**src/rtl/top_clk_v3.sv**
```systemverilog
// Real-time clock core: prescales the system clock to a one-second tick and
// keeps elapsed seconds and minutes as registered 6-bit binary counts.
module top_clk_v3 #(
    parameter int CLK_DIV = 100000000,
    parameter int SEC_MAX = 59,
    parameter int MIN_MAX = 59
) (
    input  logic       clk,
    input  logic       reset,
    output logic [5:0] seconds_out,
    output logic [5:0] minutes_out
);

    localparam int              CNT_W    = (CLK_DIV > 1) ? $clog2(CLK_DIV) : 1;
    localparam logic [CNT_W-1:0] CNT_LAST = CNT_W'(CLK_DIV - 1);
    localparam logic [CNT_W-1:0] CNT_ONE  = CNT_W'(1);
    localparam logic [5:0]       SEC_LAST = 6'(SEC_MAX);
    localparam logic [5:0]       MIN_LAST = 6'(MIN_MAX);

    logic [CNT_W-1:0] pre_q;
    logic [CNT_W-1:0] pre_d;
    logic [5:0]       sec_q;
    logic [5:0]       sec_d;
    logic [5:0]       min_q;
    logic [5:0]       min_d;
    logic             tick_s;
    logic             carry_s;

    // Prescaler next state and one-second tick (held low while in reset).
    always_comb begin
        pre_d  = pre_q;
        tick_s = 1'b0;
        if (reset && (pre_q >= CNT_LAST)) begin
            tick_s = 1'b1;
            pre_d  = '0;
        end else begin
            tick_s = 1'b0;
            pre_d  = pre_q + CNT_ONE;
        end
    end

    // Seconds and minutes next state; the >= compares also pull any
    // out-of-range value back to zero so 60..63 cannot persist.
    always_comb begin
        sec_d   = sec_q;
        min_d   = min_q;
        carry_s = 1'b0;
        if (tick_s) begin
            if (sec_q >= SEC_LAST) begin
                sec_d   = 6'd0;
                carry_s = 1'b1;
            end else begin
                sec_d   = sec_q + 6'd1;
                carry_s = 1'b0;
            end
        end else begin
            sec_d   = sec_q;
            carry_s = 1'b0;
        end
        if (carry_s) begin
            if (min_q >= MIN_LAST) begin
                min_d = 6'd0;
            end else begin
                min_d = min_q + 6'd1;
            end
        end else begin
            min_d = min_q;
        end
    end

    // State registers with synchronous active-low reset.
    always_ff @(posedge clk) begin
        if (!reset) begin
            pre_q <= '0;
            sec_q <= 6'd0;
            min_q <= 6'd0;
        end else begin
            pre_q <= pre_d;
            sec_q <= sec_d;
            min_q <= min_d;
        end
    end

    assign seconds_out = sec_q;
    assign minutes_out = min_q;

endmodule

```
**config.mk**
```make
export PLATFORM = sky130hd
export DESIGN_NAME = top_clk_v3
export DESIGN_NICKNAME = d
export VERILOG_FILES = /design/src/rtl/top_clk_v3.sv
export SDC_FILE = /design/constraint.sdc
export NUM_CORES = 1
export LEC_CHECK = 0
export CAP_MARGIN = 20
export CORE_MARGIN = 2
export CORE_UTILIZATION = 39
export DETAILED_ROUTE_END_ITERATION = 7
export MAX_ROUTING_LAYER = met4
export RECOVER_POWER = 25
export SLEW_MARGIN = 0
export SYNTH_ARGS = -nofsm -noshare
export SYNTH_HDL_FRONTEND = slang
export SYNTH_SLANG_ARGS = --single-unit
```
**constraint.sdc**
```tcl
create_clock -name clk -period 2.95 [get_ports clk]
set_clock_uncertainty 0.2 [all_clocks]
set_input_delay 0.295 -clock clk [delete_from_list [all_inputs] [get_ports clk]]
set_output_delay 0.295 -clock clk [all_outputs]
set_load 0.005 [all_outputs]
```
==> summary.md <==
| Metric | Value |
|---|---|
| Register area share after synthesis | `43.42%` |
| Num ports | `14` |
| PD cells | `a little over 500 mW/mm^2` |
| Worst setup SP type | `flip-flop` |
| Comb power frac | `1.9%` |
| YS warnings | `0` |
| Total grt overflow | `0` |
| CP Capture Type | `flip-flop` |
| Clock latency on the worst-skew pair | `between 200 and 300 ps` |
| Final #Nets | `between 200 and 250` |
| ANT nets after route | `0` |
| Initial Util | `approximately two fifths` |
| Die area | `0.005170 sq mm` |
| Slew @ Worst Pin | `471.9 ps` |
| Top cell type by total area after synthesis | `dfxtp_1` |
| Root Buffer | `clkbuf_8` |
| DR WL/cell | `12.04 microns` |
| Period minus WS final | `2306 ps` |
| Vias per cell | `just over 5` |
| First-pass GRT wire length | `5816 microns` |
| Rows | `24` |
| Layout area overhead | `17.75%` |
| Internal cell power | `between 800 and 900 uW` |
| Post-CTS setup buffer count | `0` |
| Final worst-path cycle share | `between 70% and 80%` |
| Drt total wl | `~3400 microns` |
| Crit Path Max Fanout | `23` |
| Final setup violation count | `0` |
| Sw Pwr | `207.9 uW` |
| Layout cells sized above 1 | `under 10%` |
| Clk pin slew, worst setup/hold paths | `80 ps` |
| Max_cap viols | `0` |
| Die Wd | `around 72 microns` |
| Fmax | `433.7 MHz` |
| Hold_buf cts | `0` |
| Vias | `1424` |
| Max VDD drop | `roughly 0.00022 V` |
| Largest net degree at the start of global routing | `26` |
| # clock sinks | `39` |
| Distinct cells, synth | `39` |
| Syn_nets | `216` |
| Syn Inst Count | `211` |
| Antenna violations before repair | `0` |
| PortBufs | `13` |
| Syn Area/Cell | `8.521 sq um` |
| Leak pwr | `approximately 0.80 nW` |
| Drt initial violations | `36` |
| Required time worst endpoint | `between 2000 and 3000 ps` |
| GPL Wtd Cong | `between 0.7 and 0.8` |
| H-Tree Depth | `2` |
| Final Hold Fails | `0` |
| Clock Power Share | `48.7%` |
| Sw Share | `19.17%` |
| Setup_tns | `0 ps` |
| Status | `completed` |
| CTS resizes | `0` |
| Initial DRT Pass Iterations | `4` |
| Total CTS buffers | `5` |
| Antenna Cells | `0` |
| Detailed-placement wirelength estimate | `2312 microns` |
| # DRC | `0` |
| Flip-flop and latch count after synthesis | `39` |
| Worst Hold Class | `reg -> reg` |
| Vias in the first global route | `1311` |
| Clock Tree Buf Depth | `2` |
| DP Cell Count | `272` |
| WS Path Type | `reg -> reg` |
| GRT Total Usage | `14.71%` |
| Non-Filler Instances | `280` |
| Final Max Tran Viols | `0` |
| Worst Path Arrival | `2320 ps` |
| Largest cells by area after synthesis | `dfxtp_1 (43%), nor2_1 (8.4%), xnor2_1 (6.8%)` |
| CTS tree | `yes` |
| Sequential share of power | `49.4%` |
| Post-synthesis cell area | `between 0.0015 and 0.002 sq mm` |
| Die Y | `between 70 and 80 microns` |
| Slew headroom | `about two thirds` |
| Post-synth top area share | `43.42%` |
| Core area | `0.004384 sq mm` |
| RSZ-0062 raised after global routing | `false` |
==> path summary, 6_finish.rpt <==
kind | startpoint | endpoint | slack [ps] | cells past startpoint
min reg2reg | pre_q[0] | pre_q[0] | 260 | 1
max reg2reg | pre_q[0] | minutes_out[0] | 640 | 7
min | pre_q[0] | pre_q[0] | 260 | 1
max | pre_q[0] | minutes_out[0] | 640 | 7
==> critical path: stages, from the launching register on <==
cell and delay, ps:
dfxtp_1 370, ha_1 200, nand3_1 200, nor3_2 160, o221ai_1 130, and3_4 270
or4_1 520, a21oi_1 170
==> synth_stat cells <==
cell,instances
dfxtp_1,39
a21oi_1,4
nor3_1,9
o21ai_0,4
xor2_1,10
ha_1,3
or3_1,1
and2_1,1
clkbuf_1,2
and3_4,1
and3_1,3
or3b_2,1
or3b_1,1
and4_1,2
o221a_2,4
nand4_2,1
nand2_1,28
o211a_1,2
nor3_2,2
and2b_1,1
buf_2,4
xnor2_1,14
o2111ai_1,2
o31ai_1,1
or4_1,1
inv_1,5
or2_1,1
nor2_1,40
o311ai_1,1
nand4_1,4
or3_4,1
o221ai_1,1
nand4b_1,1
o221a_1,1
or4b_1,1
a31oi_1,1
nor4_1,1
nand3b_1,2
nand3_1,10
==> logic make-up after synthesis <==
| logic type | count (synthesis) | share of synthesized area (%) |
|---|---|---|
| simple gates | 113 | 31.04 |
| xor+xnor | 24 | 11.69 |
| flops | 39 | 43.42 |
| fa+ha+maj | 3 | 2.088 |
| compound gates | 21 | 9.186 |
| buf+inv | 11 | 2.575 |
==> final cells by class <==
| type | count | area, sq um |
|---|---|---|
| Clock buffer | 5 | 68.82 |
| Clock inverter | 3 | 67.56 |
| Fill cell | 441 | 2267 |
| Inverter | 5 | 18.77 |
| Multi-Input combinational cell | 161 | 970.9 |
| Sequential cell | 39 | 780.7 |
| Tap cell | 52 | 65.06 |
| Timing Repair Buffer | 15 | 145.1 |
==> state kept, by name (all words and copies together), names as in the netlist <==
name	flops
pre_q	27
minutes_out	6
seconds_out	6
==> layout by cell type, fill, tap and decap left out, drive strengths merged, types with 3 or more instances in the layout <==
| cell | n |
|---|---|
| a21oi | 4 |
| and3 | 4 |
| clkbuf | 5 |
| dfxtp | 39 |
| dlygate4sd3 | 12 |
| ha | 3 |
| inv | 5 |
| nand2 | 28 |
| nand3 | 10 |
| nand4 | 5 |
| nor2 | 40 |
| nor3 | 11 |
| o21ai | 4 |
| o221a | 5 |
| xnor2 | 14 |
| xor2 | 10 |
==> through the flow <==
stage	setup WS, ps	total power, mW	utilization, %	hold WS, ps	instance area (sq um)
floorplan	873.7	0.5610	-	226.1	1798
global placement	737.0	0.5701	45.18	240.8	1981
detailed placement	670.7	0.5700	45.18	245.5	1981
CTS	627.4	1.101	48.29	262.6	2117
global route	516.3	1.127	48.29	286.3	2117
finish	644.1	1.085	48.29	264.4	2117
==> layer usage <==
| layer | track usage (%) | vias up | part of all wire (%) |
|---|---|---|---|
| met3 | 4.306 | 6 | 2.6 |
| met5 | - | - | 0 |
| li1 | - | 755 | - |
| met1 | 18.84 | 652 | 52 |
| met2 | 21.09 | 11 | 43 |
| met4 | 7.547 | 0 | 1.8 |
==> power groups by stage <==
| stage | combinational (mW) | clock (mW) | sequential [mW] |
|---|---|---|---|
| after floorplan | 0.0139 | 0 | 0.547 |
| after detailed placement | 0.0221 | 0 | 0.548 |
| final | 0.0211 | 0.528 | 0.536 |
| after global routing | 0.0233 | 0.568 | 0.536 |
| after CTS | 0.0221 | 0.543 | 0.536 |
| after global placement | 0.0222 | 0 | 0.548 |
(Power assumes the default switching activity.)
